**config.mk**
```make
export PLATFORM = sky130hd
export DESIGN_NAME = inst_loader
export DESIGN_NICKNAME = d
export VERILOG_FILES = /design/src/rtl/inst_loader_pkg.sv /design/src/rtl/inst_loader_word_assembler.sv /design/src/rtl/inst_loader.sv
export SDC_FILE = /design/constraint.sdc
export NUM_CORES = 1
export LEC_CHECK = 0
export BUFFER_PORTS_ARGS = -buffer_cell sky130_fd_sc_hd__buf_2
export CAP_MARGIN = 20
export CORE_ASPECT_RATIO = 1.1
export CORE_MARGIN = 2
export CORE_UTILIZATION = 50
export DETAILED_ROUTE_END_ITERATION = 8
export GPL_TIMING_DRIVEN = 0
export PLACE_DENSITY = 0.78
export SLEW_MARGIN = 15
export SYNTH_ARGS = -nofsm -noshare
export SYNTH_HDL_FRONTEND = slang
export SYNTH_SLANG_ARGS = --single-unit
export TNS_END_PERCENT = 20
```
**constraint.sdc**
```tcl
create_clock -name clock -period 2.6 [get_ports clock]
set_input_delay 0.13 -clock clock [delete_from_list [all_inputs] [get_ports clock]]
set_output_delay 0.13 -clock clock [all_outputs]
set_load 0.02 [all_outputs]
```
**src/rtl/inst_loader_pkg.sv**
```systemverilog
// Shared definitions for the instruction loader, instruction memory and processor top.
package inst_loader_pkg;

   // Default instruction-memory word-address width (32 words).
   localparam int DEF_ADDR_WIDTH = 5;

   // Loader FSM state encoding.
   typedef enum logic [2:0] {
      ST_IDLE   = 3'd0,
      ST_LEN    = 3'd1,
      ST_DATA   = 3'd2,
      ST_WRITE  = 3'd3,
      ST_FINISH = 3'd4,
      ST_FAIL   = 3'd5
   } state_e;

   // Storage byte order: program bytes arrive instruction-MSB-first and are
   // shifted in from the top, so the first byte of a word sits in [7:0].
   // The read side flips the bytes back to recover the instruction.
   function automatic logic [31:0] storage_to_instr(input logic [31:0] w);
      return {w[7:0], w[15:8], w[23:16], w[31:24]};
   endfunction

endpackage

```
**src/rtl/inst_loader_word_assembler.sv**
```systemverilog
// Collects four bytes into a storage-order word and flags the 4th byte.
module word_assembler (
   input  logic        clk_i,
   input  logic        rst_i,
   input  logic        clr_i,
   input  logic        shift_i,
   input  logic [7:0]  byte_i,
   output logic [31:0] word_o,
   output logic        word_ready_o
);

   logic [31:0] shreg_q, shreg_d;
   logic [1:0]  cnt_q, cnt_d;

   // Next-state: shift a byte in from the top, counter wraps 3->0.
   always_comb begin
      shreg_d = shreg_q;
      cnt_d   = cnt_q;
      if (clr_i) begin
         cnt_d = 2'd0;
      end else if (shift_i) begin
         shreg_d = {byte_i, shreg_q[31:8]};
         cnt_d   = cnt_q + 2'd1;
      end
   end

   // Shift register and byte counter state.
   always_ff @(posedge clk_i) begin
      if (rst_i) begin
         shreg_q <= 32'd0;
         cnt_q   <= 2'd0;
      end else begin
         shreg_q <= shreg_d;
         cnt_q   <= cnt_d;
      end
   end

   assign word_o       = shreg_q;
   assign word_ready_o = shift_i && (cnt_q == 2'd3);

endmodule

```
**src/rtl/inst_loader.sv**
```systemverilog
// Streams a length-prefixed byte program into instruction memory while
// holding the processor in reset.
module inst_loader
   import inst_loader_pkg::*;
#(
   parameter int ADDR_WIDTH = DEF_ADDR_WIDTH,
   parameter int MAX_WORDS  = 2**ADDR_WIDTH
) (
   input  logic        clock,
   input  logic        reset,
   input  logic        start,
   input  logic [7:0]  byte_in,
   input  logic        byte_valid,
   output logic        byte_ready,
   output logic        wr_en,
   output logic [31:0] wr_addr,
   output logic [31:0] wr_data,
   output logic        cpu_hold,
   output logic        done,
   output logic        error
);

   // Byte address space of the memory; keeps wr_addr inside it.
   localparam logic [31:0] ADDR_MASK = 32'((64'd1 << (ADDR_WIDTH + 2)) - 64'd1);

   state_e      state_q, state_d;
   logic [7:0]  len_q, index_q;
   logic [31:0] wr_addr_q;
   logic        done_q, error_q;
   logic        xfer, word_ready, clr_cnt, shift;

   assign xfer    = byte_valid && byte_ready;
   assign clr_cnt = (state_q == ST_IDLE) && start;
   assign shift   = (state_q == ST_DATA) && xfer;

   word_assembler u_asm (
      .clk_i        (clock),
      .rst_i        (reset),
      .clr_i        (clr_cnt),
      .shift_i      (shift),
      .byte_i       (byte_in),
      .word_o       (wr_data),
      .word_ready_o (word_ready)
   );

   // State register; reset wins over everything, including mid-load.
   always_ff @(posedge clock) begin
      if (reset) state_q <= ST_IDLE;
      else       state_q <= state_d;
   end

   // Next-state logic; a missing byte_valid simply stalls LEN/DATA.
   always_comb begin
      state_d = state_q;
      case (state_q)
         ST_IDLE:   if (start) state_d = ST_LEN;
         ST_LEN:    if (xfer) begin
                       if (byte_in == 8'd0)              state_d = ST_FINISH;
                       else if (32'(byte_in) > MAX_WORDS) state_d = ST_FAIL;
                       else                              state_d = ST_DATA;
                    end
         ST_DATA:   if (word_ready) state_d = ST_WRITE;
         ST_WRITE:  state_d = (index_q == len_q - 8'd1) ? ST_FINISH : ST_DATA;
         ST_FINISH: state_d = ST_IDLE;
         ST_FAIL:   state_d = ST_IDLE;
         default:   state_d = ST_IDLE;
      endcase
   end

   // Per-state handshake, hold and write strobe.
   always_comb begin
      byte_ready = 1'b0;
      cpu_hold   = 1'b0;
      wr_en      = 1'b0;
      case (state_q)
         ST_LEN, ST_DATA: begin byte_ready = 1'b1; cpu_hold = 1'b1; end
         ST_WRITE:        begin cpu_hold = 1'b1; wr_en = 1'b1; end
         default: ;
      endcase
   end

   // Length, word index, write address and sticky status flags.
   always_ff @(posedge clock) begin
      if (reset) begin
         len_q     <= 8'd0;
         index_q   <= 8'd0;
         wr_addr_q <= 32'd0;
         done_q    <= 1'b0;
         error_q   <= 1'b0;
      end else begin
         if (clr_cnt) begin
            done_q  <= 1'b0;
            error_q <= 1'b0;
            index_q <= 8'd0;
         end
         if ((state_q == ST_LEN) && xfer) len_q <= byte_in;
         // Address is latched as the word completes so it is stable in WRITE.
         if ((state_q == ST_DATA) && word_ready)
            wr_addr_q <= {22'd0, index_q, 2'b00} & ADDR_MASK;
         if (state_q == ST_WRITE) index_q <= index_q + 8'd1;
         if ((state_q != ST_FINISH) && (state_d == ST_FINISH)) done_q  <= 1'b1;
         if ((state_q != ST_FAIL)   && (state_d == ST_FAIL))   error_q <= 1'b1;
      end
   end

   assign wr_addr = wr_addr_q;
   assign done    = done_q;
   assign error   = error_q;

endmodule

```
# Word-level counts from Yosys, hierarchy flattened
# Cells that the tools add are included.
# totals
regBits	60
latch_bits	0
mem_bits_rw	0
mem_bits_ro	0
output_inout_bits	69
wordCells	54
mem_count	0
# classes
n_addsub	3
multipliers	0
n_div	0
magnitude_cmp	1
eq_ne	9
shift	0
muxes	15
bitwise	1
n_reduce_logical	17
# op_table
op	count
3-bit two-way mux	6
8-bit two-way mux	2
3-bit case mux with 4 select lines	1
8-bit by 1-bit adder with 8-bit output (second input constant)	1
8-bit == test	1
8-bit by 6-bit > comparator with 1-bit output (second input constant)	1
1-bit logical AND	8
8-bit zero test	1
8-bit by 1-bit subtractor with 8-bit output (second input constant)	1
3-bit by 2-bit == test with 1-bit output (second input constant)	2
3-bit == test (second input constant)	2
1-bit two-way mux	6
3-bit inequality test (second input constant)	2
2-bit nonzero test	3
2-bit OR reduction	2
3-bit by 1-bit == test with 1-bit output (second input constant)	1
3-bit zero test	1
3-bit OR reduction	1
2-bit by 1-bit adder with 2-bit output (second input constant)	1
2-bit == test (second input constant)	1
2-bit AND reduction	1
1-bit inverter	1

# Depth between registers and ports, before layout
# depth
ltp_word	11
mapped_depth	10

# Hierarchy
# A second synthesis with hierarchy kept.
# hier_totals
hier_cells	324
hier_area_um2	3020.4
# by_module_without_submodules
module	instances	cells_per_inst	area_per_inst_um2	seq_area_each_um2
inst_loader	1	201	1636.6	520.5
word_assembler	1	123	1383.8	680.7

# Worst setup path before layout
# No wires, ideal clock.
# synth_timing
path_kind	register -> register
startpoint	register len_q[0]
endpoint	register state_q[1]
setup_time_ns	0.133
arrival_time_ns	1.769
setup_slack_ns	0.698
path_stages_with_launch	11
synth_period_minus_slack_ns	1.902
cell_sequence	dfxtp_1 -> clkbuf_1 -> inv_1 -> ha_1 -> buf_1 -> o21bai_1 -> a211o_1 -> a21oi_1 -> nor2_1 -> o21ai_0 -> a211oi_1
# synth_via
elab_chain_len	4
# synth_rtl
element	line	source
start: declaration	inst_loader.sv:27	logic [7:0] len_q, index_q;
start signal: assignment	inst_loader.sv:96	if ((state_q == ST_LEN) && xfer) len_q <= byte_in;
8-bit by 1-bit subtractor with 8-bit output	inst_loader.sv:63	ST_WRITE: state_d = (index_q == len_q - 8'd1) ? ST_FINISH : ST_DATA;
8-bit == test	inst_loader.sv:63	
3-bit two-way mux	inst_loader.sv:63	
3-bit case mux with 4 select lines	inst_loader.sv:55	case (state_q)
end signal: assignment	inst_loader.sv:49	else state_q <= state_d;
end: declaration	inst_loader.sv:26	state_e state_q, state_d;
# No other way between the ends.
# A chain may end at the register's enable or synchronous reset.

# Worst setup path after layout
# layout_timing
startpoint	register len_q[0]
endpoint	register done_q (netlist: done)
# layout_via
elab_chain_len	7
elab_cells_between_ends	8
classes_between	add/sub: 1; eq/ne: 2; mux: 3; reduce/logical: 2
# layout_rtl
element	line	source
8-bit by 1-bit subtractor with 8-bit output *	inst_loader.sv:63	
8-bit == test *	inst_loader.sv:63	
3-bit two-way mux *	inst_loader.sv:63	
3-bit case mux with 4 select lines *	inst_loader.sv:55	
3-bit == test *	inst_loader.sv:101	if ((state_q != ST_FINISH) && (state_d == ST_FINISH)) done_q <= 1'b1;
1-bit logical AND *	inst_loader.sv:101	
1-bit two-way mux / 2-bit nonzero test (equally long branches)	--	
end signal: assignment	inst_loader.sv:88	done_q <= 1'b0;
end signal: assignment	inst_loader.sv:92	done_q <= 1'b0;
end signal: assignment	inst_loader.sv:101	
end: declaration	inst_loader.sv:29	logic done_q, error_q;
# Mark *: on every way between the ends. The rest lies on a longest branch, timed or not.

==> out/metrics.csv <==
stage,metric,value,unit
critical_path,critPathCaptureType,flop,
timing,setup_slack,0.4480,ns
timing,setup-tns-final,0,ns
clock_network,clkTransAtPathRegs,0.06,ns
timing,min_period,2.152,ns
timing,max_freq,464.7,MHz
clock_network,numClockSinks,60,
floorplan,die-area,0.006097,mm²
global_route,antenna_found_initial,0,
clock_network,cts_hold_buf,0,
floorplan,ioPinCount,81,
yosys,synth.avg_cell_area,7.664,µm²
detailed_routing,drt_first_pass_iters,4,
cells_and_area,syn_to_final_growth,24.94,%
critical_path,critPathArrivalTime,2.43,ns
yosys,synth-edff-count,0,
critical_path,crit_required,2.88,ns
detailed_routing,drc,0,
clock_network,cts_tree,yes,
yosys,yosysUniqueCellTypes,39,
detailed_routing,final_antenna_net_count,0,
floorplan,die_w,74.63,µm
yosys,seq_area_frac_synth,0.4378,
worst_hold_path,hold_path_startpoint,byte_in[3],
global_route,grt_pass1_vias,2168,
clock_network,cts_root_buf,clkbuf_8,
detailed_routing,vias,2624,
power,power_density,613.9,mW/mm²
critical_path,cp_cell_sequence,clkbuf_1 > inv_1 > ha_1 > xnor2_1 > nor4_1 > nand4_1 > o21ai_2 > a22o_2,
critical_path,cp-start-kind,flop,
clock_network,post_cts_resized,0,
yosys,synth_area_leaders,"dfxtp_1, nand2_1, a21oi_1",
critical_path,timing.critical_path.buf_inv,2,
cells_and_area,fill_cells,497,
critical_path,critPathKind,reg2reg,
place,gp_congestion,0.8657,
cells_and_area,antennaDiodeCount,0,
cells_and_area,layout_common_cells,"nand2_1, dfxtp_1, a21oi_1, buf_2",
yosys,async_flop_share,0,
place,dpl.hpwl,4783,µm
critical_path,cp_slowest_cell,nor4_1,
floorplan,die_y,81.70,µm
detailed_routing,drtIter0Drc,145,
yosys,yosys_warnings,0,
outcome,status,"finished, final reports clean",
power,total_leakage_power,1.473,nW
timing,slew_viol_final,0,
timing,timing.slew.headroom,0.4090,
place,placed_cells,512,
global_route,grt-ovfl-total,0,
flow_run,maxCapViolations,0,
global_route,gr-usage-all-layers,0.2189,
floorplan,core,0.005325,mm²
critical_path,ff2ff_setup_slack,0.45,ns
yosys,yosysTopAreaCellShare,0.4378,
place,pre_cts_ws,0.5052,ns
place,io_buffers,53,
critical_path,max_stage_delay,0.49,ns
clock_network,clock_latency,0.34,ns
critical_path,crit_family,simple AND/OR/NAND/NOR gates,
yosys,ys_ff_latch,60,
critical_path,path_max_fanout,7,
timing,rsz0062_at_grt,false,
timing,hold_viol_final,0,
yosys,synth_area_leader_cell,dfxtp_1,
critical_path,reg2reg_from,len_q[0]$_SDFFE_PP0P_,
detailed_routing,drt-vias-per-instance,4.970,
floorplan,initial_utilization,0.5153,
global_route,grt_max_degree,11,
timing,setup_viol,0,
global_route,grt_pass1_wl,10100,µm
yosys,syn_area,0.002744,mm²
clock_network,htreeDepth,3,
clock_network,cts_buffer_depth,2,
cells_and_area,final_common_cell,nand2_1,
yosys,ys.flop_type,dfxtp_1,
detailed_routing,wire_per_inst,12.34,µm
timing,max_slew.worst_pin.slew,0.8742,ns
cells_and_area,drive_gt1_frac,0.2230,
clock_network,cts_buffers,9,
cells_and_area,final_cells,528,
timing,fin_crit_sh,0.8277,
floorplan,rows,28,
worst_hold_path,min_path_type,in2reg,
cells_and_area,num-nets-final,463,
detailed_routing,wl,6514,µm
timing,fin_skew,0.01029,ns
clock_network,post_cts_buffers,0,
power,ir_drop,0.0004266,V
yosys,synthCells,358,
critical_path,crit_start,len_q[0]$_SDFFE_PP0P_,
metrics by stage:
step | area (µm²) | hold slack (ns) | utilization | total power [mW]
after floorplan | 2841 | 0.2660 | - | 1.117
after global placement | 3201 | 0.3984 | 0.6010 | 1.160
after detailed placement | 3201 | 0.4006 | 0.6010 | 1.163
after CTS | 3428 | 0.04296 | 0.6438 | 2.111
after global routing | 3428 | 0.06295 | 0.6438 | 2.178
final | 3428 | 0.04683 | 0.6438 | 2.105
Yosys cell counts (2+ instances only):
library cell / instances
dfxtp_1: 60
nand2_1: 93
a21oi_1: 54
inv_1: 3
nand3b_1: 4
nor2b_1: 3
xnor2_1: 9
or2_2: 2
and3_1: 4
nand4_1: 3
nor3_1: 2
buf_1: 2
clkbuf_1: 19
xor2_1: 3
a211oi_1: 3
nor2_1: 25
nor4_1: 3
ha_1: 3
nand3_1: 12
buf_4: 27
o21ai_0: 6
final cells by class:
class | count | area [µm²] | area share
Sequential cell | 60 | 1201 | 0.3504
Tap cell | 75 | 93.84 | 0.02737
Multi-Input combinational cell | 273 | 1348 | 0.3931
Buffer | 48 | 281.5 | 0.08212
Timing Repair Buffer | 53 | 265.3 | 0.07737
Inverter | 3 | 11.26 | 0.003285
Clock buffer | 13 | 158.9 | 0.04635
Clock inverter | 3 | 68.82 | 0.02007
state kept, by name (all words and copies together), names as in the netlist:
| register | count |
|---|---|
| done | 1 |
| len_q | 8 |
| wr_addr | 5 |
| index_q | 8 |
| error | 1 |
| u_asm.cnt_q | 2 |
| u_asm.word_o | 32 |
| state_q | 3 |
final timing paths:
path / cells after the start / to
setup / recovery: 8 / done$_SDFFE_PP0P_
hold / removal: 3 / u_asm.word_o[27]$_SDFFE_PP0P_
setup reg to reg: 8 / done$_SDFFE_PP0P_
hold reg to reg: 2 / error$_SDFFE_PP0P_
report_power, final:
group | internal (mW) | leakage [nW] | switching, mW
Sequential | 0.929 | 0.484 | 0.00889
Combinational | 0.0778 | 0.875 | 0.131
Clock | 0.595 | 0.114 | 0.363
worst min-delay path: stages:
cell and delay, ns:
buf_2 0.11, nand2_1 0.05, a21oi_1 0.05
per-layer routing:
metal  vias up  wire length (µm)  GRT usage
met5         -                 0          0
met4         0               130     0.1125
met3        11               485    0.05399
met2        97              3044     0.3434
met1      1199              2854     0.2777
li1       1317                 -          -
logic make-up (layout without fill, tap and decap cells):
family          count (synthesis)  after routing  share of synthesized area
buf+inv                        51            120                     0.1067
compound gates                 73             73                     0.1478
simple gates                  156            156                     0.2467
fa+ha+maj                       3              3                    0.01368
flops                          60             60                     0.4378
mux                             2              2                   0.007752
xor+xnor                       12             12                    0.03831
other cells                     1             27                   0.001367
Note: power is estimated with default switching activity, not from simulation.
